===== src/rtl/fetch_btb_stage.sv =====
// Instruction-fetch stage: PC register, direct-mapped BTB next-PC prediction, IF/ID register.
// Define FETCH_BTB_EN to build the BTB; without it the stage always predicts pc+4.
module fetch_btb_stage #(
    parameter logic [31:0] RESET_PC     = 32'h0000_0000,
    parameter int unsigned BTB_IDX_BITS = 4
) (
    input  logic        clk,
    input  logic        rst,
    input  logic        pipeline_en,
    input  logic        pipeline_flush,
    input  logic [31:0] ex_redirect_pc,
    input  logic        ex_update_valid,
    input  logic [31:0] ex_update_pc,
    input  logic        ex_update_taken,
    input  logic [31:0] ex_update_target,
    output logic [31:0] imem_addr,
    input  logic [31:0] imem_rdata,
    output logic [31:0] id_pc,
    output logic [31:0] id_instruction,
    output logic        id_pred_taken,
    output logic [31:0] id_pred_target,
    output logic        id_valid
);

    localparam logic [31:0] NOP_INSN = 32'h0000_0013;

    logic [31:0] pc_q, pc_d;
    logic [31:0] id_pc_q, id_pc_d;
    logic [31:0] id_instruction_q, id_instruction_d;
    logic        id_pred_taken_q, id_pred_taken_d;
    logic [31:0] id_pred_target_q, id_pred_target_d;
    logic        id_valid_q, id_valid_d;

    logic        pred_taken;
    logic [31:0] pred_target;

`ifdef FETCH_BTB_EN
    localparam int unsigned BTB_ENTRIES = 1 << BTB_IDX_BITS;
    localparam int unsigned TAG_W       = 30 - BTB_IDX_BITS;

    logic              btb_valid_q  [BTB_ENTRIES];
    logic              btb_valid_d  [BTB_ENTRIES];
    logic [TAG_W-1:0]  btb_tag_q    [BTB_ENTRIES];
    logic [TAG_W-1:0]  btb_tag_d    [BTB_ENTRIES];
    logic [31:0]       btb_target_q [BTB_ENTRIES];
    logic [31:0]       btb_target_d [BTB_ENTRIES];
    logic [1:0]        btb_state_q  [BTB_ENTRIES];
    logic [1:0]        btb_state_d  [BTB_ENTRIES];

    logic [BTB_IDX_BITS-1:0] lk_idx, up_idx;
    logic [TAG_W-1:0]        lk_tag, up_tag;
    logic                    up_hit;
    logic [1:0]              unused_up_lsb;

    assign lk_idx        = pc_q[BTB_IDX_BITS+1:2];
    assign lk_tag        = pc_q[31:BTB_IDX_BITS+2];
    assign up_idx        = ex_update_pc[BTB_IDX_BITS+1:2];
    assign up_tag        = ex_update_pc[31:BTB_IDX_BITS+2];
    assign unused_up_lsb = ex_update_pc[1:0];
    assign up_hit        = btb_valid_q[up_idx] && (btb_tag_q[up_idx] == up_tag);

    // Lookup reads the registered array, so a same-cycle update is seen only after the edge.
    assign pred_taken  = btb_valid_q[lk_idx] && (btb_tag_q[lk_idx] == lk_tag) && btb_state_q[lk_idx][1];
    assign pred_target = btb_target_q[lk_idx];

    always_comb begin
        btb_valid_d  = btb_valid_q;
        btb_tag_d    = btb_tag_q;
        btb_target_d = btb_target_q;
        btb_state_d  = btb_state_q;
        if (ex_update_valid) begin
            if (up_hit) begin
                if (ex_update_taken) begin
                    btb_target_d[up_idx] = ex_update_target;
                    case (btb_state_q[up_idx])
                        2'b00:   btb_state_d[up_idx] = 2'b01;
                        2'b01:   btb_state_d[up_idx] = 2'b11;
                        default: btb_state_d[up_idx] = 2'b10;
                    endcase
                end else begin
                    case (btb_state_q[up_idx])
                        2'b10:   btb_state_d[up_idx] = 2'b11;
                        2'b11:   btb_state_d[up_idx] = 2'b01;
                        default: btb_state_d[up_idx] = 2'b00;
                    endcase
                end
            end else if (ex_update_taken) begin
                btb_valid_d[up_idx]  = 1'b1;
                btb_tag_d[up_idx]    = up_tag;
                btb_target_d[up_idx] = ex_update_target;
                btb_state_d[up_idx]  = 2'b11;
            end
        end
    end

    always_ff @(posedge clk or posedge rst) begin
        if (rst) begin
            for (int unsigned i = 0; i < BTB_ENTRIES; i++) begin
                btb_valid_q[i]  <= 1'b0;
                btb_tag_q[i]    <= '0;
                btb_target_q[i] <= '0;
                btb_state_q[i]  <= 2'b00;
            end
        end else begin
            btb_valid_q  <= btb_valid_d;
            btb_tag_q    <= btb_tag_d;
            btb_target_q <= btb_target_d;
            btb_state_q  <= btb_state_d;
        end
    end
`else
    logic unused_ex_update;

    assign pred_taken       = 1'b0;
    assign pred_target      = '0;
    assign unused_ex_update = ^{ex_update_valid, ex_update_pc, ex_update_taken, ex_update_target};
`endif

    always_comb begin
        pc_d             = pc_q;
        id_pc_d          = id_pc_q;
        id_instruction_d = id_instruction_q;
        id_pred_taken_d  = id_pred_taken_q;
        id_pred_target_d = id_pred_target_q;
        id_valid_d       = id_valid_q;
        if (pipeline_flush) begin
            pc_d             = ex_redirect_pc;
            id_pc_d          = ex_redirect_pc;
            id_instruction_d = NOP_INSN;
            id_pred_taken_d  = 1'b0;
            id_pred_target_d = '0;
            id_valid_d       = 1'b0;
        end else if (pipeline_en) begin
            pc_d             = pred_taken ? pred_target : pc_q + 32'd4;
            id_pc_d          = pc_q;
            id_instruction_d = imem_rdata;
            id_pred_taken_d  = pred_taken;
            id_pred_target_d = pred_taken ? pred_target : '0;
            id_valid_d       = 1'b1;
        end
    end

    always_ff @(posedge clk or posedge rst) begin
        if (rst) begin
            pc_q             <= RESET_PC;
            id_pc_q          <= '0;
            id_instruction_q <= NOP_INSN;
            id_pred_taken_q  <= 1'b0;
            id_pred_target_q <= '0;
            id_valid_q       <= 1'b0;
        end else begin
            pc_q             <= pc_d;
            id_pc_q          <= id_pc_d;
            id_instruction_q <= id_instruction_d;
            id_pred_taken_q  <= id_pred_taken_d;
            id_pred_target_q <= id_pred_target_d;
            id_valid_q       <= id_valid_d;
        end
    end

    assign imem_addr      = pc_q;
    assign id_pc          = id_pc_q;
    assign id_instruction = id_instruction_q;
    assign id_pred_taken  = id_pred_taken_q;
    assign id_pred_target = id_pred_target_q;
    assign id_valid       = id_valid_q;

endmodule

===== config.mk =====
export PLATFORM = sky130hd
export DESIGN_NAME = fetch_btb_stage
export DESIGN_NICKNAME = d
export VERILOG_FILES = /design/src/rtl/fetch_btb_stage.sv
export SDC_FILE = /design/constraint.sdc
export NUM_CORES = 1
export LEC_CHECK = 0
export CAP_MARGIN = 20
export CORE_MARGIN = 10
export CORE_UTILIZATION = 35
export CTS_CLUSTER_SIZE = 25
export DETAILED_ROUTE_END_ITERATION = 6
export PLACE_DENSITY_LB_ADDON = 0.2
export SYNTH_ARGS = -nofsm -noshare
export SYNTH_HDL_FRONTEND = slang
export SYNTH_SLANG_ARGS = --single-unit

===== constraint.sdc =====
create_clock -name clk -period 2.6 [get_ports clk]
set_clock_uncertainty 0.05 [all_clocks]
set_input_delay 0.26 -clock clk [delete_from_list [all_inputs] [get_ports clk]]
set_output_delay 0.26 -clock clk [all_outputs]
set_load 0.02 [all_outputs]

==> out/qor.json <==
{
  "synth.distinct_cells": 43,
  "synth.cell_area_um2": 4710,
  "drtIter0Drc": 138,
  "ys_top_cells_by_count": "sky130_fd_sc_hd__dfrtp_1 (94), sky130_fd_sc_hd__nor2_1 (77), sky130_fd_sc_hd__mux2i_1 (63)",
  "core_area_um2": 13200,
  "drv_cap": 0,
  "stdcell_count": 794,
  "grt_start_max_net_pins": 98,
  "design.portCount": 264,
  "pwr_density_cell_nw_per_um2": 596,
  "clock_sinks": 97,
  "report.final.slew_viol_count": 0,
  "final_critical_path_setup_slack_ps": 447,
  "timing.critical_path.cells": "nand4_2 -> or4_4 -> or4_1 -> a31oi_1",
  "cts_made_buffers": 9,
  "ys_warn_count": 0,
  "postCtsSetupBuffers": 0,
  "timing.hold.worst_endpoint": "imem_addr[4]",
  "io_buffers": 164,
  "wl_mm": 14.0,
  "antenna-diode-count": 0,
  "postSynthCellCount": 449,
  "cts_resized": 0,
  "floorplan.die.height_um": 136,
  "grt.overflow.total": 0,
  "pre_cts_slack_ps": 476,
  "top_usage_layer": "met2",
  "worst_max_slew_margin_expressed_relative_to_the_limit_pct": 58.6,
  "report.final.setup_viol": 0,
  "detail_route.drc_violations": 0,
  "worst_setup_path_start_kind": "flip-flop",
  "cts.reportedPaths.clkPinSlew_ps": 60,
  "synth_top_area_cell": "sky130_fd_sc_hd__dfrtp_1",
  "crit_type": "reg -> reg",
  "synthToLayoutAreaGrowth_pct": 43.1,
  "rsz0062_at_grt": "false",
  "endpoint_kind": "flip-flop",
  "grt_util_all_layers_pct": 15.0,
  "gr-usage-met2_pct": 22.8,
  "grt_pass1_wl_mm": 22.1,
  "filler_cell_count": 1206,
  "reg2regPathDepth": 4,
  "vias_per_cell": 4.81,
  "post-synth-top-count-cell": "sky130_fd_sc_hd__dfrtp_1",
  "numPlacedInstances": 778,
  "hpwl_mm": 10.3,
  "ys_seq_elements": 97,
  "firstDrtPassIters": 4,
  "final_hold_viol_count": 0,
  "timing.final.crit_share_pct": 82.8,
  "drive_above_1_share_pct": 8.09,
  "critical-path-max-stage-delay_ps": 590,
  "share_of_the_core_filled_with_cells_pct": 51.1,
  "synth_top_flop_cell": "sky130_fd_sc_hd__dfrtp_1",
  "fp-row-count": 42,
  "run_status": "completed",
  "holdCritStartpoint": "pipeline_flush",
  "worst-path-max-fanout": 7,
  "power.static_leakage_nw": 2.90,
  "cts_hold_repair.buffers": 0,
  "grt_pass1_vias": 3963,
  "rr_endpoint": "imem_addr[27]",
  "insertion_delay_ps": 350,
  "syn_avg_cell_area_um2": 10.5,
  "cts.root.buffer_cell": "sky130_fd_sc_hd__clkbuf_16",
  "met3_usage_pct": 6.57,
  "regToRegStartpoint": "imem_addr[6]",
  "start_util_pct": 35.7,
  "req_time_crit_path_ps": 2820,
  "synth_enable_flop_cells": 0,
  "setup_total_neg_slack_ps": 0,
  "area_fraction_of_the_dominant_cell_type_after_synthesis_pct": 49.9,
  "synth_async_sr_flop_share_pct": 100,
  "holdCritPathClass": "in -> reg",
  "fin_crit_period_ps": 2150,
  "antenna_violating_nets_post_route": 0,
  "tritoncts": "done",
  "critical_path.slowest_cell": "sky130_fd_sc_hd__or4_4",
  "cts.path.max_buffers": 2,
  "grt_antenna_before_repair": 0,
  "die_w_um": 136,
  "design.final.nets": 748,
  "dieArea_um2": 18500,
  "dr_total_vias": 3818,
  "average_wire_per_cell_in_the_routed_design_um": 17.6,
  "yosys-top-cells-area": "sky130_fd_sc_hd__dfrtp_1 (50%), sky130_fd_sc_hd__mux2i_1 (13%), sky130_fd_sc_hd__nor2_1 (6.1%), sky130_fd_sc_hd__buf_4 (5.4%), sky130_fd_sc_hd__a21oi_1 (4.6%)",
  "worst_vdd_ir_uv": 416,
  "h_tree_depth_reported_by_cts": 3,
  "gp_congestion": 0.836,
  "setup.reg_to_reg.worst_slack_ps": 450,
  "max_fclk_ghz": 0.464,
  "cp_data_arrival_time_ps": 2370,
  "seq_area_frac_synth_pct": 51.6,
  "min_path_cells": 3,
  "worst-slew-pin-transition_ps": 621,
  "met1_usage_pct": 19.0
}
==> through the flow <==
stage | power, mW | area, um^2 | hold slack (ps)
floorplan | 2.33 | 4840 | 346
global placement | 2.77 | 6460 | 424
detailed placement | 2.78 | 6460 | 434
CTS | 4.09 | 6740 | 175
global route | 4.23 | 6740 | 198
finish | 4.01 | 6740 | 191
==> registers in the layout, summed over array words and instances (netlist names) <==
| register | count |
|---|---|
| id_instruction | 32 |
| id_pc | 32 |
| id_valid | 1 |
| imem_addr | 32 |
==> layout make-up <==
cell class	instances	area, um^2	area share (%)
clock inverters	3	15.0	0.223
multi-input cells	322	2030	30.1
repair buffers	178	1750	26.0
clock buffers	13	270	4.01
well taps	176	220	3.27
flip-flops and latches	97	2430	36.1
inverters	5	22.5	0.334
==> metal layers <==
layer,up-vias,wire length [um]
met5,-,0
met4,0,106
met3,7,1530
met2,142,6110
met1,1819,6210
li1,1850,-
==> power breakdown <==
| part | leakage, nW | internal (mW) | switching [mW] |
|---|---|---|---|
| clock | 0.145 | 0.722 | 0.548 |
| sequential | 1.14 | 1.64 | 0.125 |
| combinational | 1.61 | 0.460 | 0.517 |
==> cell usage in the layout (no fill, tap or decap), drive strengths merged <==
cell,count
nand4,9
nor4b,1
dfstp,3
xor2,3
ha,1
nand2,10
mux2i,63
a211oi,7
a311oi,8
or2,3
o31ai,1
nor2,77
clkbuf,13
nor3b,1
clkinv,3
xnor2,8
inv,4
a41o,1
a31oi,1
clkinvlp,1
or3,1
and3,3
and2,3
and4,5
clkdlybuf4s50,162
buf,16
dfrtp,94
nand3,8
conb,33
a41oi,1
or4,2
mux2,5
nor3,11
a21oi,43
nor4,8
nor2b,2
a221oi,2
nand2b,1
==> kinds of logic (layout without fill, tap and decap cells) <==
family / Yosys count / after routing / synth area share (%)
simple gates: 145 / 145 / 15.3
flops: 97 / 97 / 51.6
mux: 68 / 68 / 14.6
compound gates: 64 / 64 / 8.23
buf+inv: 62 / 199 / 7.86
xor+xnor: 11 / 11 / 2.04
fa+ha+maj: 1 / 1 / 0.265
other cells: 1 / 33 / 0.0796
==> how the worst max path moves through the flow <==
stage | slack, ps | start | cells past startpoint | endpoint
after CTS | 450 | imem_addr[6] | 4 | imem_addr[27]
after detailed placement | 480 | imem_addr[6] | 4 | imem_addr[27]
after global placement | 500 | imem_addr[6] | 4 | imem_addr[27]
final | 450 | imem_addr[6] | 4 | imem_addr[27]
after global routing | 350 | imem_addr[12] | 4 | imem_addr[27]
after floorplan | 480 | imem_addr[12] | 5 | imem_addr[27]
==> worst max-delay path: cells and delay by family (launching register included) <==
kind / cells / cell delay, ps
simple gates: 3 / 1350
flops: 1 / 510
compound gates: 1 / 160
(Power assumes the default switching activity.)
